--- config.mk ---
export PLATFORM = sky130hd
export DESIGN_NAME = program_counter
export DESIGN_NICKNAME = d
export VERILOG_FILES = /design/src/rtl/program_counter.sv
export SDC_FILE = /design/constraint.sdc
export NUM_CORES = 1
export LEC_CHECK = 0
export CAP_MARGIN = 40
export CORE_MARGIN = 10
export CORE_UTILIZATION = 39
export DETAILED_ROUTE_END_ITERATION = 10
export GPL_ROUTABILITY_DRIVEN = 0
export GPL_TIMING_DRIVEN = 0
export PLACE_DENSITY = 0.81
export SETUP_SLACK_MARGIN = 0.2
export SYNTH_ARGS = -nofsm -noshare
export SYNTH_HDL_FRONTEND = slang
export SYNTH_SLANG_ARGS = --single-unit
--- constraint.sdc ---
create_clock -name clk -period 1.35 [get_ports clk]
set_input_delay 0.2025 -clock clk [delete_from_list [all_inputs] [get_ports clk]]
set_output_delay 0.2025 -clock clk [all_outputs]
set_load 0.03 [all_outputs]
--- src/rtl/program_counter.sv ---
// Purpose : 10-bit CPU fetch address register with redirect, halt, sticky wrap and optional return stack.
// Latency : all outputs registered; redirect (load/ret) visible one cycle after the request.
// Backpr. : pc is offered with pc_valid and holds stable until pc_ready; load/ret discard the offered pc.
//
// Ports:
//   clk, rst_n            clock and synchronous active-low reset
//   pc / pc_valid         fetch address and its valid qualifier
//   pc_ready              instruction memory accepts pc this cycle
//   load / load_addr      redirect to load_addr (call marks it as a subroutine call)
//   call / ret            push return address on load / pop into pc
//   halt                  stop fetching until load (or ret with the stack built in)
//   wrapped               sticky: pc advanced 1023 -> 0
//   stack_err             sticky: ret on an empty return stack
//
// Build option: define PC_CALL_STACK_EN to include the STACK_DEPTH-entry return-address stack.

module ten_bit_incrementer (
  input  logic [9:0] a,
  output logic [9:0] sum,
  output logic       carry
);
  assign {carry, sum} = {1'b0, a} + 11'd1;
endmodule

module program_counter #(
  parameter logic [9:0] RESET_ADDR  = 10'd0,
  parameter int         STACK_DEPTH = 4
) (
  input  logic       clk,
  input  logic       rst_n,
  output logic [9:0] pc,
  output logic       pc_valid,
  input  logic       pc_ready,
  input  logic       load,
  input  logic [9:0] load_addr,
  input  logic       call,
  input  logic       ret,
  input  logic       halt,
  output logic       wrapped,
  output logic       stack_err
);

  typedef enum logic [1:0] {
    IDLE   = 2'd0,
    RUN    = 2'd1,
    HALTED = 2'd2
  } state_t;

  state_t     state;
  state_t     state_nxt;

  logic [9:0] pc_inc;
  logic       inc_co;

  logic [9:0] pc_nxt;
  logic       pc_valid_nxt;
  logic       wrapped_nxt;
  logic       err_set;
  logic       do_push;
  logic       do_pop;

  // Stack view shared by both builds; without the stack, ret/call are
  // forced inactive so the FSM and datapath treat them as absent.
  logic       ret_en;
  logic       call_en;
  logic       stk_empty;
  logic [9:0] stk_top;

  ten_bit_incrementer u_inc (
    .a     (pc),
    .sum   (pc_inc),
    .carry (inc_co)
  );

  // ---------------------------------------------------------------------------
  // Return-address stack
  // ---------------------------------------------------------------------------
`ifdef PC_CALL_STACK_EN
  localparam int PTR_W = (STACK_DEPTH > 1) ? $clog2(STACK_DEPTH) : 1;
  localparam logic [PTR_W:0] STK_FULL = (PTR_W + 1)'(STACK_DEPTH);

  logic [9:0]       stk_mem [STACK_DEPTH];
  logic [PTR_W-1:0] stk_wp;     // next slot to write; top of stack is stk_wp-1
  logic [PTR_W:0]   stk_cnt;
  logic [PTR_W-1:0] stk_top_idx;

  assign ret_en      = ret;
  assign call_en     = call;
  assign stk_empty   = (stk_cnt == '0);
  assign stk_top_idx = stk_wp - PTR_W'(1);
  assign stk_top     = stk_mem[stk_top_idx];

  // Circular write pointer: pushing when full silently overwrites the oldest
  // entry because the pointer simply wraps onto it; the count saturates.
  always_ff @(posedge clk) begin
    if (!rst_n) begin
      stk_wp  <= '0;
      stk_cnt <= '0;
    end else if (do_push) begin
      stk_wp <= stk_wp + PTR_W'(1);
      if (stk_cnt != STK_FULL) begin
        stk_cnt <= stk_cnt + (PTR_W + 1)'(1);
      end
    end else if (do_pop) begin
      stk_wp  <= stk_wp - PTR_W'(1);
      stk_cnt <= stk_cnt - (PTR_W + 1)'(1);
    end
  end

  always_ff @(posedge clk) begin
    if (rst_n && do_push) begin
      stk_mem[stk_wp] <= pc_inc;
    end
  end

  always_ff @(posedge clk) begin
    if (!rst_n) begin
      stack_err <= 1'b0;
    end else if (err_set) begin
      stack_err <= 1'b1;
    end
  end
`else
  logic unused_stack;

  assign ret_en    = 1'b0;
  assign call_en   = 1'b0;
  assign stk_empty = 1'b1;
  assign stk_top   = '0;
  assign stack_err = 1'b0;

  assign unused_stack = &{1'b0, call, ret, do_push, do_pop, err_set, (STACK_DEPTH > 0)};
`endif

  // ---------------------------------------------------------------------------
  // FSM: state register
  // ---------------------------------------------------------------------------
  always_ff @(posedge clk) begin
    if (!rst_n) begin
      state <= IDLE;
    end else begin
      state <= state_nxt;
    end
  end

  // ---------------------------------------------------------------------------
  // FSM: next state
  // ---------------------------------------------------------------------------
  always_comb begin
    state_nxt = state;
    case (state)
      IDLE: begin
        state_nxt = RUN;
      end
      RUN: begin
        // load and ret outrank halt, so halt only takes effect when neither is active
        if (!load && !ret_en && halt) begin
          state_nxt = HALTED;
        end
      end
      HALTED: begin
        if (load || (ret_en && !stk_empty)) begin
          state_nxt = RUN;
        end
      end
      default: begin
        state_nxt = IDLE;
      end
    endcase
  end

  // ---------------------------------------------------------------------------
  // FSM: outputs / datapath actions
  // ---------------------------------------------------------------------------
  always_comb begin
    pc_nxt      = pc;
    wrapped_nxt = wrapped;
    err_set     = 1'b0;
    do_push     = 1'b0;
    do_pop      = 1'b0;
    case (state)
      RUN: begin
        if (load) begin
          pc_nxt  = load_addr;
          do_push = call_en;
        end else if (ret_en) begin
          if (!stk_empty) begin
            pc_nxt = stk_top;
            do_pop = 1'b1;
          end else begin
            err_set = 1'b1;
          end
        end else if (halt) begin
          pc_nxt = pc;
        end else if (pc_ready) begin
          // pc_valid is 1 throughout RUN, so pc_ready alone marks a transfer
          pc_nxt = pc_inc;
          if (inc_co) begin
            wrapped_nxt = 1'b1;
          end
        end
      end
      HALTED: begin
        if (load) begin
          pc_nxt  = load_addr;
          do_push = call_en;
        end else if (ret_en) begin
          if (!stk_empty) begin
            pc_nxt = stk_top;
            do_pop = 1'b1;
          end else begin
            err_set = 1'b1;
          end
        end
      end
      default: begin
        pc_nxt = pc;
      end
    endcase
    pc_valid_nxt = (state_nxt == RUN);
  end

  always_ff @(posedge clk) begin
    if (!rst_n) begin
      pc       <= RESET_ADDR;
      pc_valid <= 1'b0;
      wrapped  <= 1'b0;
    end else begin
      pc       <= pc_nxt;
      pc_valid <= pc_valid_nxt;
      wrapped  <= wrapped_nxt;
    end
  end

endmodule

==> out/metrics.cfg, run 1 <==
[timing]
holdWs_ps = 393
hold_violations = 0
fin_ws_ps = -33.8
fin_crit_ps = 1380
fmax_ghz = 0.723
drv_slew = 0
period_share_pct = 103
rsz0062_at_grt = yes
setup_viol = 5
finClkSkew_ps = 8.09

[global_route]
grt_util_all_layers_pct = 14.1
grt_pass1_vias = 1057
antenna_found_initial = 0
overflow = 0
grt_max_degree = 11
grt_pass1_wl_um = 5070

[clocking]
clk_path_buf_depth = 2
cts_made_buffers = 3
htreeDepth = 1
cts_num_sinks = 14
path_clk_slew_ps = 90
cts_tree = yes
cts-root-buf = clkbuf_4
insertion_delay_ps = 290

[routing]
highest_layer = met4
drcViolationCount = 1
dr.pass1.iters = 9
met3_length_um = 231
wl_met2_um = 1540
wl_um = 3080
met1_length_um = 1290
num_vias = 1015
post_drt_wl_per_cell_um = 18.0
drt_iter0_markers = 72
vias_per_cell = 5.94
final_antenna_net_count = 0

[yosys]
synth_ff_type = dfxtp_1
synth_area_per_cell_sq_um = 8.42
syn_nets = 117
synth_area_leaders = dfxtp_1, a21oi_1, nand2_1, a211oi_1, o31a_1
ys.warnings.count = 0
synth_cells = 99
synth_cell_type_count = 41
synth_top_area_share_pct = 33.6
ys_seq_area_share_pct = 33.6
ys_seq_elements = 14
synth-edff-count = 0
synth_top_area_cell = dfxtp_1
synth_area_sq_um = 833
ys_async_sr_fraction_pct = 0

[pwr]
vdd_ir_drop_max_uv = 430
powerDensity_mw_per_mm2 = 785
p_leak_nw = 0.539

[finish]
final_util_pct = 70.8
antenna_cells = 0
fin_cells = 171
syn_to_final_growth_pct = 70.0
multi_input_area_sq_um = 628
final_cell_mix = buf_4, clkdlybuf4s50_1, buf_6, a21oi_1, nand2_1
fin_nets = 163
seq_area_sq_um = 315
drive_above_1_share_pct = 49.3
fillCellCount = 151

[die]
io_pins = 30
placementRows = 16
placeableCoreArea_sq_mm = 0.00200
start_util_pct = 41.6
die-height_um = 66.2
die-area_sq_mm = 0.00439
die_w_um = 66.2

[critical_path]
required_ps = 1550
path_buf_inv = 2
r2r-start = state[1]$_SDFF_PN0_
max_stage_delay_ps = 370
crit_path_start = state[1]$_SDFF_PN0_
worstPathCellList = nor2b_4 > buf_6 > buf_4 > nor4_2 > a21oi_1 > o32ai_2
cp_slowest_cell = dfxtp_4
r2r_slack_ps = -30
worstSetupStartpointType = register
cp_max_fo = 6
critPathCaptureType = register
critPathKind = register to register
cp_top_family = simple AND/OR/NAND/NOR gates
cp.arrival_ps = 1590

[min_path]
min_from = halt
hp-class = input port to register

[placed_design]
portBuffers = 26
detailed_place_hpwl_um = 1900
placed_cells = 152

[outcome]
outcome = finished with violations
violations = design-rule violations, negative setup slack

[flow_run]
max-cap-violations = 0

## stage by stage
step	worst slack [ps]	total power (W)	cell area, sq um	TNS [ps]
finish	-33.8	0.00111	1420	-136
global route	-106	0.00116	1420	-481
CTS	-26.0	0.00107	1380	-51.3
detailed placement	-463	0.000769	1190	-5000
global placement	-427	0.000760	1190	-4100
floorplan	-64.9	0.000645	898	-64.9
## state kept, by name, indices dropped and copies added (netlist names)
register,cells
pc,10
state,2
wrapped,1
pc_valid,1
## kinds of logic (layout without fill, tap and decap cells)
family / Yosys count / in the layout / share of synthesized area (%)
AOI/OAI and AO/OA: 38 / 38 / 32.1
xor gates and xnor gates: 1 / 1 / 1.05
adders and majority gates: 1 / 1 / 1.50
buffers and inverters: 8 / 53 / 6.01
DFF: 14 / 14 / 33.6
muxes: 1 / 1 / 1.80
other: 1 / 1 / 0.450
and+or+nand+nor: 35 / 35 / 23.4
## final cells by class
cell class / count / share of cell area [%]
clock buffer: 4 / 1.86
inverter: 2 / 0.795
multi-input combinational: 77 / 44.3
tap: 27 / 2.39
timing repair buffer: 41 / 24.6
buffer: 6 / 3.71
sequential: 14 / 22.3
## layer usage
layer / track usage (%) / vias up
met4: 3.93 / 0
met1: 16.6 / 485
li1: - / 473
met2: 23.8 / 53
met5: 0 / -
met3: 4.24 / 4
## where the power goes
group	leakage, nW	internal (W)	switching (W)	total (W)
Combinational	0.402	0.000175	0.000187	0.000362
Sequential	0.122	0.000437	0.0000376	0.000475
Clock	0.0150	0.000115	0.000160	0.000275
Total	0.539	0.000727	0.000385	0.00111
## synth_stat cells (2+ instances only)
master    count
nand3_1       5
a21oi_1      11
o32ai_1       2
nand2_1      11
o22ai_1       3
buf_6         2
o21ai_0       5
o31a_1        3
clkbuf_1      2
nor3_1        2
a211oi_1      4
nor4_1        2
nor2_1        4
dfxtp_1      14
and3_1        3
## final timing paths
kind                                to  depth (start not counted)
setup reg to reg    pc[3]$_SDFFE_PN0P_                          6
setup / recovery    pc[3]$_SDFFE_PN0P_                          6
hold / removal     state[1]$_SDFF_PN0_                          3
hold reg to reg   wrapped$_SDFFE_PN0P_                          1
## worst reg2reg max path, cell delays in order, from the launching register on
cell,delay (ps)
dfxtp_4,370
nor2b_4,130
buf_6,130
buf_4,130
nor4_2,250
a21oi_1,100
o32ai_2,190
## timing repair
action,CTS,global route
hold endpoints to repair,0,0
endpoints found under the setup margin,26,18
cloned,1,0
gates resized for setup,83,16
pin swaps,13,2
hold buffers,0,0
buffers inserted,14,0
Power figures use the tool's default switching activity.
==> inputs of run 2 (changes only) <==
CORE_MARGIN = 5   (was 10)
CORE_UTILIZATION = 38   (was 39)
SYNTH_HIERARCHICAL = 1   (was unset)
TNS_END_PERCENT = 1   (was unset)
==> out/metrics.cfg, run 2 <==
[timing]
drv_slew = 0  ; unchanged
finClkSkew_ps = 1.08  ; -7.01 ps
setup_viol = 9  ; +4
period_share_pct = 103  ; +0.30 points
fin_crit_ps = 1390  ; +4.11 ps
rsz0062_at_grt = yes
fmax_ghz = 0.721  ; -0.30%
fin_tns_setup_ps = -214  ; -77.9 ps
fin_ws_ps = -37.9  ; -4.11 ps
hold_violations = 0  ; unchanged

[routing]
vias_per_cell = 5.38  ; -9.4%
drcViolationCount = 0  ; -1
wl_um = 1970  ; -36%
dr.pass1.iters = 3  ; -6
num_vias = 737  ; -27%
drt_iter0_markers = 9  ; -88%
post_drt_wl_per_cell_um = 14.4  ; -20%
final_antenna_net_count = 0  ; unchanged

[global_route]
grt_util_all_layers_pct = 14.7  ; +0.60 points
grt_pass1_vias = 722  ; -32%
gr-usage-met3_pct = 3.75  ; -0.48 points
busiest_layer = met2
overflow = 0  ; unchanged
grt_max_degree = 11  ; unchanged
use_met2_pct = 24.4  ; +0.61 points
antenna_found_initial = 0  ; unchanged
grt_use_met1_pct = 19.3  ; +2.7 points
grt_pass1_wl_um = 3190  ; -37%

[placed_design]
portBuffers = 26  ; unchanged
detailed_place_hpwl_um = 1450  ; -24%
placed_cells = 131  ; -14%

[yosys]
synth_area_sq_um = 766  ; -8.1%
synth_top_area_share_pct = 36.6  ; +3.0 points
ys.warnings.count = 6  ; +6
synth_top_area_cell = dfxtp_1
ys_seq_elements = 14  ; unchanged
syn_nets = 96  ; -18%
synthMostInstantiatedCell = dfxtp_1
synth-edff-count = 0  ; unchanged
synth_cell_type_count = 26  ; -37%
ys_seq_area_share_pct = 36.6  ; +3.0 points
synth_ff_type = dfxtp_1
synth_area_leaders = dfxtp_1, o221a_1, o21a_1, xnor2_1, nand2b_1
ys_async_sr_fraction_pct = 0  ; unchanged
synth_cells = 78  ; -21%
synth_top_cells_by_count = dfxtp_1, o21a_1, o221a_1
synth_area_per_cell_sq_um = 9.82  ; +17%

[critical_path]
worstSetupStartpointType = register
cp.arrival_ps = 1560  ; -30 ps
critPathCaptureType = register
critPathKind = register to register
required_ps = 1520  ; -30 ps
cp_max_fo = 5  ; -1
r2r_cells = 5  ; -1

[clocking]
clk_path_buf_depth = 2  ; unchanged
cts_tree = yes
cts-root-buf = clkbuf_4
htreeDepth = 1  ; unchanged
insertion_delay_ps = 270  ; -20 ps
cts_made_buffers = 3  ; unchanged
path_clk_slew_ps = 90  ; about the same
cts_num_sinks = 14  ; unchanged

[finish]
fin_cells = 137  ; -20%
final_cell_mix = o21a_1, clkdlybuf4s50_1, o221a_1, buf_2, xnor2_1
largest_reg_flops = 10  ; unchanged
seq_area_sq_um = 307  ; -2.8%
multi_input_area_sq_um = 472  ; -25%
syn_to_final_growth_pct = 45.1
drive_above_1_share_pct = 38.2  ; -11 points
antenna_cells = 0  ; unchanged
regMostFlops = pc
fin_nets = 129  ; -21%
fillCellCount = 202  ; +34%
reg_top3 = pc: 10 flops, state: 2 flops

[die]
io_pins = 30  ; unchanged
placementRows = 16  ; unchanged
die-area_sq_mm = 0.00301  ; -31%
start_util_pct = 39.4  ; -2.2 points
die-height_um = 54.9  ; -17%
placeableCoreArea_sq_mm = 0.00194  ; -3.0%
die_w_um = 54.9  ; -17%

[pwr]
p_leak_nw = 0.460  ; -14%
powerDensity_mw_per_mm2 = 963  ; +23%
vdd_ir_drop_max_uv = 725  ; +69%

[outcome]
violations = negative setup slack
outcome = finished with violations

[min_path]
whs_path_depth = 3  ; unchanged
hp-class = input port to register

[flow_run]
max-cap-violations = 0  ; unchanged

==> run 2: where the power goes <==
part	switching (W)	internal, W	leakage [nW]
sequential	0.0000475	0.000450	0.121
combinational	0.000143	0.000130	0.319
clock	0.000135	0.000164	0.0210
==> run 2: cell families after synthesis <==
logic type	synth area share [%]
buffers and inverters	4.90
muxes	1.31
AOI/OAI and AO/OA	29.1
DFF	36.6
and+or+nand+nor	15.7
other	0.490
xor gates and xnor gates	10.3
adders and majority gates	1.63
==> run 2: repair_timing <==
item,4_1_cts,5_1_grt
hold buffers,0,0
pin swaps,12,1
buffers inserted,1,0
gates resized for setup,56,12
cloned,1,0
setup endpoints to repair,25,18
==> run 2: metal layers <==
| metal | wire length, um | up-vias |
|---|---|---|
| li1 | - | 358 |
| met1 | 875 | 359 |
| met2 | 960 | 18 |
| met3 | 122 | 2 |
| met4 | 10 | 0 |
| met5 | 0 | - |
==> run 2: path summary, 6_finish.rpt <==
path / start / endpoint / slack [ps]
setup / recovery: state[1]$_SDFF_PN0_ / pc[2]$_SDFFE_PN0P_ / -40
hold / removal: load / state[1]$_SDFF_PN0_ / 470
setup reg to reg: state[1]$_SDFF_PN0_ / pc[2]$_SDFFE_PN0P_ / -40
hold reg to reg: wrapped$_SDFFE_PN0P_ / wrapped$_SDFFE_PN0P_ / 480
==> run 2: per-stage QoR <==
step                cell area, sq um  power (W)  util [%]  hold slack (ps)  setup WS, ps
floorplan                        795   0.000671         -              396         -16.3
global placement                1090   0.000795      56.1              453          -387
detailed placement              1090   0.000804      56.1              468          -447
CTS                             1130    0.00109      58.1              458         -46.5
global route                    1110    0.00113      57.2              472         -78.6
finish                          1110    0.00107      57.2              468         -37.9
==> run 2: worst max-delay path, stage by stage (launching register included) <==
cell      delay, ps
dfxtp_4         350
nand2b_4        130
or3_4           350
buf_6           140
o221a_1         200
o21a_1          110
==> run 2: cell type report <==
cell class / instances / share of cell area [%]
buffer: 3 / 2.36
timing repair buffer: 28 / 19.9
clock buffer: 4 / 3.27
inverter: 4 / 1.35
tap: 27 / 3.04
sequential: 14 / 27.6
multi-input combinational: 57 / 42.5
